===== src/rtl/uart_tx_ctrl.sv =====
`default_nettype none
// ============================================================================
// Module      : uart_tx_ctrl
// Description : Transmit sequencer for the UART register bank. Takes the
//               pending-byte flag, data byte, divisor and stop-bit setting,
//               serialises one 8N1/8N2 frame (LSB first) on tx, and pulses
//               tx_done for one cycle at frame end so the bank can clear its
//               full flag.
//
// Ports       : clk          - core clock, all logic on posedge
//               rst_n        - synchronous active-low reset
//               tx_start     - transmitter enable from the control register
//               full         - byte pending in the data register
//               data_in      - byte to send
//               dvsr         - bit-period divisor, bit period = dvsr+1 clocks
//               two_stop_bit - 1 = two stop bits, 0 = one
//               tx           - serial line, idle high, driven from a flop
//               tx_busy      - frame in progress
//               tx_done      - one-cycle pulse at frame end
//
// Options     : `define UART_PARITY_EN adds an even-parity bit between the
//               last data bit and the stop bit(s).
//
// Revision    : 1.0 - initial release
// ============================================================================
module uart_tx_ctrl #(
    parameter int DATA_W = 8,
    parameter int DVSR_W = 11
) (
    input  logic              clk,
    input  logic              rst_n,
    input  logic              tx_start,
    input  logic              full,
    input  logic [DATA_W-1:0] data_in,
    input  logic [DVSR_W-1:0] dvsr,
    input  logic              two_stop_bit,
    output logic              tx,
    output logic              tx_busy,
    output logic              tx_done
);

    localparam int c_IDX_W = (DATA_W > 1) ? $clog2(DATA_W) : 1;
    localparam logic [c_IDX_W-1:0] c_LAST_IDX = c_IDX_W'(DATA_W - 1);

    localparam logic [2:0] c_IDLE   = 3'd0;
    localparam logic [2:0] c_START  = 3'd1;
    localparam logic [2:0] c_DATA   = 3'd2;
    localparam logic [2:0] c_STOP   = 3'd3;
    localparam logic [2:0] c_DONE   = 3'd4;
`ifdef UART_PARITY_EN
    localparam logic [2:0] c_PARITY = 3'd5;
`endif

    logic [2:0]         r_state;
    logic [DVSR_W-1:0]  r_baud_cnt;
    logic [c_IDX_W-1:0] r_bit_idx;
    logic               r_stop_idx;
    logic [DATA_W-1:0]  r_data_sh;
    logic [DVSR_W-1:0]  r_dvsr_sh;
    logic               r_two_stop_sh;
    logic               r_tx;
    logic               r_busy;
    logic               r_done;

    // Last clock of the current bit period (counter has reached the latched divisor).
    logic               w_bit_end;
    logic [c_IDX_W-1:0] w_next_idx;

    assign w_bit_end  = (r_baud_cnt == r_dvsr_sh);
    assign w_next_idx = r_bit_idx + 1'b1;

    // All outputs are registered; the value written to r_tx at a transition
    // is the line level for the state being entered, so tx has no glitches.
    always_ff @(posedge clk) begin
        if (!rst_n) begin
            r_state       <= c_IDLE;
            r_baud_cnt    <= '0;
            r_bit_idx     <= '0;
            r_stop_idx    <= 1'b0;
            r_data_sh     <= '0;
            r_dvsr_sh     <= '0;
            r_two_stop_sh <= 1'b0;
            r_tx          <= 1'b1;
            r_busy        <= 1'b0;
            r_done        <= 1'b0;
        end else begin
            r_done <= 1'b0;
            case (r_state)
                c_IDLE: begin
                    r_tx       <= 1'b1;
                    r_busy     <= 1'b0;
                    r_baud_cnt <= '0;
                    if (tx_start && full) begin
                        // Frame parameters are frozen here for the whole frame.
                        r_data_sh     <= data_in;
                        r_dvsr_sh     <= dvsr;
                        r_two_stop_sh <= two_stop_bit;
                        r_bit_idx     <= '0;
                        r_stop_idx    <= 1'b0;
                        r_tx          <= 1'b0;
                        r_busy        <= 1'b1;
                        r_state       <= c_START;
                    end
                end

                c_START: begin
                    if (w_bit_end) begin
                        r_baud_cnt <= '0;
                        r_bit_idx  <= '0;
                        r_tx       <= r_data_sh[0];
                        r_state    <= c_DATA;
                    end else begin
                        r_baud_cnt <= r_baud_cnt + 1'b1;
                    end
                end

                c_DATA: begin
                    if (w_bit_end) begin
                        r_baud_cnt <= '0;
                        if (r_bit_idx == c_LAST_IDX) begin
`ifdef UART_PARITY_EN
                            r_tx    <= ^r_data_sh;
                            r_state <= c_PARITY;
`else
                            r_tx    <= 1'b1;
                            r_state <= c_STOP;
`endif
                        end else begin
                            r_bit_idx <= w_next_idx;
                            r_tx      <= r_data_sh[w_next_idx];
                        end
                    end else begin
                        r_baud_cnt <= r_baud_cnt + 1'b1;
                    end
                end

`ifdef UART_PARITY_EN
                c_PARITY: begin
                    if (w_bit_end) begin
                        r_baud_cnt <= '0;
                        r_tx       <= 1'b1;
                        r_state    <= c_STOP;
                    end else begin
                        r_baud_cnt <= r_baud_cnt + 1'b1;
                    end
                end
`endif

                c_STOP: begin
                    if (w_bit_end) begin
                        r_baud_cnt <= '0;
                        // Second stop bit is just another P-clock period at high.
                        if (r_two_stop_sh && !r_stop_idx) begin
                            r_stop_idx <= 1'b1;
                        end else begin
                            r_busy  <= 1'b0;
                            r_done  <= 1'b1;
                            r_state <= c_DONE;
                        end
                    end else begin
                        r_baud_cnt <= r_baud_cnt + 1'b1;
                    end
                end

                c_DONE: begin
                    r_tx    <= 1'b1;
                    r_busy  <= 1'b0;
                    r_state <= c_IDLE;
                end

                default: begin
                    r_tx       <= 1'b1;
                    r_busy     <= 1'b0;
                    r_baud_cnt <= '0;
                    r_state    <= c_IDLE;
                end
            endcase
        end
    end

    assign tx      = r_tx;
    assign tx_busy = r_busy;
    assign tx_done = r_done;

endmodule
`default_nettype wire


===== config.mk =====
export PLATFORM = sky130hd
export DESIGN_NAME = uart_tx_ctrl
export DESIGN_NICKNAME = d
export VERILOG_FILES = /design/src/rtl/uart_tx_ctrl.sv
export SDC_FILE = /design/constraint.sdc
export NUM_CORES = 1
export LEC_CHECK = 0
export CORE_MARGIN = 2
export CORE_UTILIZATION = 53
export CTS_CLUSTER_SIZE = 8
export DETAILED_ROUTE_END_ITERATION = 10
export GPL_TIMING_DRIVEN = 0
export HOLD_SLACK_MARGIN = 0.06
export PLACE_DENSITY = 0.77
export SLEW_MARGIN = 40
export SYNTH_ARGS = -nofsm -noshare
export SYNTH_HDL_FRONTEND = slang
export SYNTH_SLANG_ARGS = --single-unit

===== constraint.sdc =====
create_clock -name clk -period 2.3 [get_ports clk]
set_clock_uncertainty 0.05 [all_clocks]
set_input_delay 0.23 -clock clk [delete_from_list [all_inputs] [get_ports clk]]
set_output_delay 0.23 -clock clk [all_outputs]
set_load 0.03 [all_outputs]

==> out/summary.txt, run 1 <==
Max-slew headroom: 64.7%
HPWL Detailed: 3.27 mm
Sequential Area: 821 sq um
Post-Route Setup TNS: 0 ns
Final setup fails: 0
DR vias/cell: 5.44
Max IR drop VDD: 0.000386 V
Reg power frac: 50.8%
Non-filler cells, final: 317
Gr usage total: 22.3%
Placed Cells: 309
Unrepaired setup endpoints after global routing: false
Multi-input gate area: 1200 sq um
Htree depth: 2
Type of the worst min-delay path: reg2reg
CP bufs+invs: 0
Kind of critical path: reg2reg
Largest area contributor in the netlist: dfxtp_1
Fmax: 483 MHz
Crit path DAT: 2.20 ns
Post-route design area: 2520 sq um
Syn Nets: 262
PortBufs: 26
Post-CTS sizing: 0
Delay-heaviest family, CP: multiplexers
Largest net degree at the start of global routing: 12
Placed instance area: 2440 sq um
Final #Nets: 295
Seq/Total Area, Yosys: 38.8%
Slew @ Worst Pin: 0.529 ns
Vias in the first global route: 1622
Area share of the largest cell type after synthesis: 38.8%
Most frequent cells after synthesis: nand2_1 (51), dfxtp_1 (41), a21boi_0 (13)
CTS tree: yes
Total Wirelength: 4.43 mm
Pwr Total: 1490 uW
TritonCTS Buffers: 5
Die width: 67.2 microns
Num ports: 27
Switching part of the total power: 27.8%
Worst-path clk slew: 0.08 ns
DIE AREA: 4510 sq um
# rows: 22
Post-synthesis async set-or-reset flop share: 0%
Final Hold Viols: 0
# hold bufs at CTS: 0
Initial antenna violation count: 0
Critical Path End Type: register
Mapped Cells: 235
Count leader, synth: nand2_1
Clock sink total: 41
Combinational power share: 18.9%
DR iter-0 viols: 76
Layout cells sized above 1: 11.5%
Lkg Pwr: 0.000949 uW
Yosys warning count: 0
DR WL/cell: 14.0 microns
Drt drc: 0
Int Pwr: 1080 uW
Syn Area/Cell: 9.00 sq um
RePlAce Congestion: 0.819
CTS root buf: clkbuf_8
Worst-path maximum fanout: 5
CP max stage delay: 0.51 ns
Postcts setup bufs: 0
Final min period: 2.07 ns
Max Slew Vio Count: 0
CP cell instances: ha_1 > mux4_2 > mux2_2 > o21ai_1 > nand4_1 > a2bb2oi_1
Slowest CP cell: mux4_2
Distinct cells, synth: 53
Main synth FF type: dfxtp_1
Ant. Diodes: 0
Vias: 1726
Fillers: 343
Clock latency on the worst-skew pair: 0.29 ns
CP Data Required Time: 2.43 ns
Area Growth Syn to Fin: 18.9%
Gr ovfl total: 0
Power Dens Cells: 594 nW/um^2
Clock power share: 30.3%
Clock tree buffer depth: 2
EDFF count, synth: 0
Run status: completed
Worst Setup Start Kind: register
Die Y: 67.2 microns
Antenna-violating nets left: 0
NetSw: 415 uW
Synth area leaders: dfxtp_1 (39%), nand2_1 (9.0%), xnor2_1 (5.0%), a21boi_0 (4.6%), a21boi_1 (3.2%)
Global-route wire length before repair: 7.50 mm
# Max-Cap Violations: 0
Post-synthesis cell area: 2120 sq um
Initial Util: 56.5%
R2r setup slk: 0.23 ns
Core footprint: 3740 sq um
DRT Pass-1 Iters: 4
FF+latch count, synth: 41
Tcrit/Tclk final: 90.0%
## power groups by stage
stage	clock [uW]	sequential, uW	combinational [uW]
finish	453	759	282
global route	485	763	313
CTS	464	759	284
detailed placement	0	776	283
global placement	0	775	278
floorplan	0	778	181
## final timing paths
check                             from                        end  cells after the start
max          r_bit_idx[0]$_SDFFE_PN0P_            tx$_SDFFE_PN1P_                      6
min          r_data_sh[5]$_SDFFE_PN0P_  r_data_sh[5]$_SDFFE_PN0P_                      2
max reg2reg  r_bit_idx[0]$_SDFFE_PN0P_            tx$_SDFFE_PN1P_                      6
min reg2reg  r_data_sh[5]$_SDFFE_PN0P_  r_data_sh[5]$_SDFFE_PN0P_                      2
## logic make-up (layout without fill, tap and decap cells)
kind of cell,after synthesis,after routing,synth area share [%]
simple gates,104,104,26.8
compound gates,50,50,18.3
mux,3,3,2.66
xor+xnor,17,17,7.39
fa+ha+maj,3,3,1.77
buf+inv,17,51,4.26
flops,41,41,38.8
## per-layer routing
metal,track usage (%),vias up,routed length (microns)
li1,-,890,-
met5,0,-,0
met2,36.1,38,2020
met4,9.44,0,60
met1,29.6,790,2210
met3,3.50,8,143
## sequential cells by signal (all words and copies together) (netlist names)
name and count:
r_baud_cnt 11, r_dvsr_sh 11, r_data_sh 8, r_bit_idx 3, r_state 3, r_stop_idx 1, r_two_stop_sh 1, tx 1
tx_busy 1, tx_done 1
## area by class of cell
type                    instances  share of cell area (%)
flip-flops and latches         41                    32.6
plain buffers                  16                    3.43
well taps                      48                    2.39
multi-input cells             177                    47.9
repair buffers                 26                    10.3
inverters                       1                   0.149
clock buffers                   8                    3.18
## layout by cell type (no fill, tap or decap), types with 2 or more instances in the layout
cell	n
clkdlybuf4s50_1	26
a21boi_0	13
xnor2_1	12
dfxtp_1	41
xor2_1	4
buf_6	2
ha_1	3
nand2b_1	3
nand2_1	51
mux4_2	2
nor2_1	10
clkbuf_1	10
or3b_1	2
clkbuf_8	5
or4_1	2
a31o_2	3
and4_1	3
o21a_1	3
nand3_2	2
nand3b_1	5
a211oi_1	3
nor2b_1	2
a21oi_1	4
nand3_1	6
buf_2	6
nor4_1	2
nand4_2	2
a21boi_1	9
o211a_1	5
nand4_1	3
## metrics by stage
| step | setup WS (ns) | util [%] | hold WS (ns) |
|---|---|---|---|
| floorplan | 0.401 | - | 0.315 |
| global placement | 0.255 | 65.1 | 0.394 |
| detailed placement | 0.216 | 65.1 | 0.397 |
| CTS | 0.211 | 67.2 | 0.408 |
| global route | 0.117 | 67.2 | 0.439 |
| finish | 0.230 | 67.2 | 0.406 |
## worst register-to-register path, cell delays in order, from the launching register on
cell and delay, ns:
dfxtp_1 0.36, ha_1 0.37, mux4_2 0.51, mux2_2 0.28
o21ai_1 0.15, nand4_1 0.11, a2bb2oi_1 0.13
No activity file was read; power rests on OpenSTA's default activity.
==> inputs of run 2 (changes only) <==
--- a/config.mk
+++ b/config.mk
@@ -5,13 +5,14 @@
 export SDC_FILE = /design/constraint.sdc
 export NUM_CORES = 1
 export LEC_CHECK = 0
+export CORE_ASPECT_RATIO = 0.8
 export CORE_MARGIN = 2
-export CORE_UTILIZATION = 53
+export CORE_UTILIZATION = 51
 export CTS_CLUSTER_SIZE = 8
 export DETAILED_ROUTE_END_ITERATION = 10
 export GPL_TIMING_DRIVEN = 0
 export HOLD_SLACK_MARGIN = 0.06
-export PLACE_DENSITY = 0.77
+export PLACE_DENSITY = 0.74
 export SLEW_MARGIN = 40
 export SYNTH_ARGS = -nofsm -noshare
 export SYNTH_HDL_FRONTEND = slang
==> out/summary.txt, run 2 (synthesized netlist as in run 1, its figures left out) <==
Run status: completed
Type of the worst min-delay path: reg2reg
Met1 wire length: 2.27 mm (+2.8%)
DR iter-0 viols: 165 (+120%)
HPWL Detailed: 3.16 mm (-3.3%)
Max-slew headroom: 65.1% (+0.34 points)
DR vias/cell: 5.40 (-0.86%)
TritonCTS Buffers: 5 (unchanged)
PortBufs: 26 (unchanged)
Commonest non-fill, non-tap cell in the layout: nand2_1
Vias in the first global route: 1580 (-2.6%)
Clock sink total: 41 (unchanged)
Delay-heaviest family, CP: multiplexers
Largest net degree at the start of global routing: 13 (+1)
Drt drc: 0 (unchanged)
Commonest cells after routing, fill and taps aside: nand2_1 (51), dfxtp_1 (41), clkdlybuf4s50_1 (26), a21boi_0 (13), xnor2_1 (12)
WL met3: 221 microns (+55%)
Clock tree buffer depth: 2 (unchanged)
DIE AREA: 4680 sq um (+3.8%)
Worst Setup Start Kind: register
CP cell instances: ha_1 > mux4_2 > mux2_2 > o21ai_1 > nand4_1 > a2bb2oi_1
Initial antenna violation count: 0 (unchanged)
DRT Pass-1 Iters: 4 (unchanged)
Htree depth: 2 (unchanged)
Power Dens Cells: 615 nW/um^2 (+3.6%)
RePlAce Congestion: 0.807 (-1.4%)
CP Data Required Time: 2.44 ns (about the same)
Slew @ Worst Pin: 0.522 ns (-0.00705 ns)
Gr ovfl total: 0 (unchanged)
Fmax: 485 MHz (+0.35%)
CTS tree: yes
Die Y: 61.6 microns (-8.3%)
DR WL/cell: 13.6 microns (-2.7%)
Unrepaired setup endpoints after global routing: false
Highest Signal Layer: met4
RR Startpoint: r_bit_idx[0]$_SDFFE_PN0P_
Ant. Diodes: 0 (unchanged)
Worst-path clk slew: 0.08 ns (about the same)
# rows: 20 (-9.1%)
Global-route wire length before repair: 7.49 mm (about the same)
Wire length on met2: 1.86 mm (-7.9%)
# Max-Cap Violations: 0 (unchanged)
Initial Util: 54.5% (-2.0 points)
Final setup fails: 0 (unchanged)
Final #Nets: 295 (unchanged)
Max IR drop VDD: 0.000376 V (-2.5%)
Kind of critical path: reg2reg
Layout cells sized above 1: 12.6% (+1.1 points)
Area Growth Syn to Fin: 20.3%
Crit path from: r_bit_idx[0]$_SDFFE_PN0P_
Biggest regs: r_baud_cnt x11, r_dvsr_sh x11, r_data_sh x8
Hold wc startpoint: r_data_sh[5]$_SDFFE_PN0P_
Max Slew Vio Count: 0 (unchanged)
Postcts setup bufs: 0 (unchanged)
Core footprint: 3880 sq um (+3.6%)
Num ports: 27 (unchanged)
Die width: 76.0 microns (+13%)
Antenna-violating nets left: 0 (unchanged)
Worst-path maximum fanout: 5 (unchanged)
# hold bufs at CTS: 0 (unchanged)
Post-CTS sizing: 0 (unchanged)
Total Wirelength: 4.41 mm (-0.52%)
Clock latency on the worst-skew pair: 0.30 ns (about the same)
Pwr Total: 1570 uW (+4.8%)
CP bufs+invs: 0 (unchanged)
Critical Path End Type: register
Crit path DAT: 2.20 ns (about the same)
Vias: 1749 (+1.3%)
Fillers: 336 (-2.0%)
Gr usage total: 20.3% (-2.0 points)
CP max stage delay: 0.50 ns (about the same)
CTS root buf: clkbuf_8
Final min period: 2.06 ns (-0.00731 ns)
Final Hold Viols: 0 (unchanged)
Slowest CP cell: mux4_2
Tcrit/Tclk final: 89.7% (-0.32 points)
Post-Route Setup TNS: 0 ns (unchanged)
Lkg Pwr: 0.000964 uW (+1.6%)
run 2: changes by cell type in the layout (fill, tap and decap cells not counted), sizes merged:
cell | before | now
clkinv | 0 | 1
clkbuf | 15 | 14
run 2: metrics by stage:
stage	utilization [%]	setup WS [ns]	cell area (sq um)	instances	hold slack [ns]
3_5_place_dp	63.0	0.249	2440	316	0.397
2_1_floorplan	-	0.401	2120	235	0.315
4_1_cts	65.6	0.238	2550	324	0.408
6_report	65.6	0.237	2550	324	0.410
5_1_grt	65.6	0.153	2550	324	0.432
3_3_place_gp	63.0	0.255	2440	316	0.394
run 2: layer usage:
| layer | global-route usage (%) | vias up |
|---|---|---|
| met2 | 32.5 | 50 |
| met4 | 6.23 | 0 |
| met1 | 28.5 | 801 |
| li1 | - | 890 |
| met5 | 0 | - |
| met3 | 4.11 | 8 |
run 2: power by group:
part / switching, uW / internal (uW)
clock network: 254 / 271
registers: 20.5 / 738
logic: 156 / 126
run 2: worst reg2reg max path: cells and delay by family, from the launching register on:
family                   cells  cell delay (ns)
AO/OA/AOI/OAI                2             0.27
adder cells (fa/ha/maj)      1             0.36
flip-flops                   1             0.37
multiplexers                 2             0.78
AND/OR/NAND/NOR              1             0.12
run 2: layout make-up:
| type | count | area (sq um) | share of cell area [%] |
|---|---|---|---|
| timing repair buffer | 26 | 260 | 10.2 |
| clock buffer | 7 | 96.3 | 3.78 |
| tap | 55 | 68.8 | 2.70 |
| inverter | 1 | 3.75 | 0.147 |
| multi-input combinational | 177 | 1200 | 47.3 |
| sequential | 41 | 821 | 32.2 |
| clock inverter | 1 | 5.00 | 0.197 |
| buffer | 16 | 86.3 | 3.39 |
run 2: path summary, 6_finish.rpt:
check,to,slack (ns),cells past startpoint
max,tx$_SDFFE_PN1P_,0.24,6
min,r_data_sh[5]$_SDFFE_PN0P_,0.41,2
max reg2reg,tx$_SDFFE_PN1P_,0.24,6
min reg2reg,r_data_sh[5]$_SDFFE_PN0P_,0.41,2
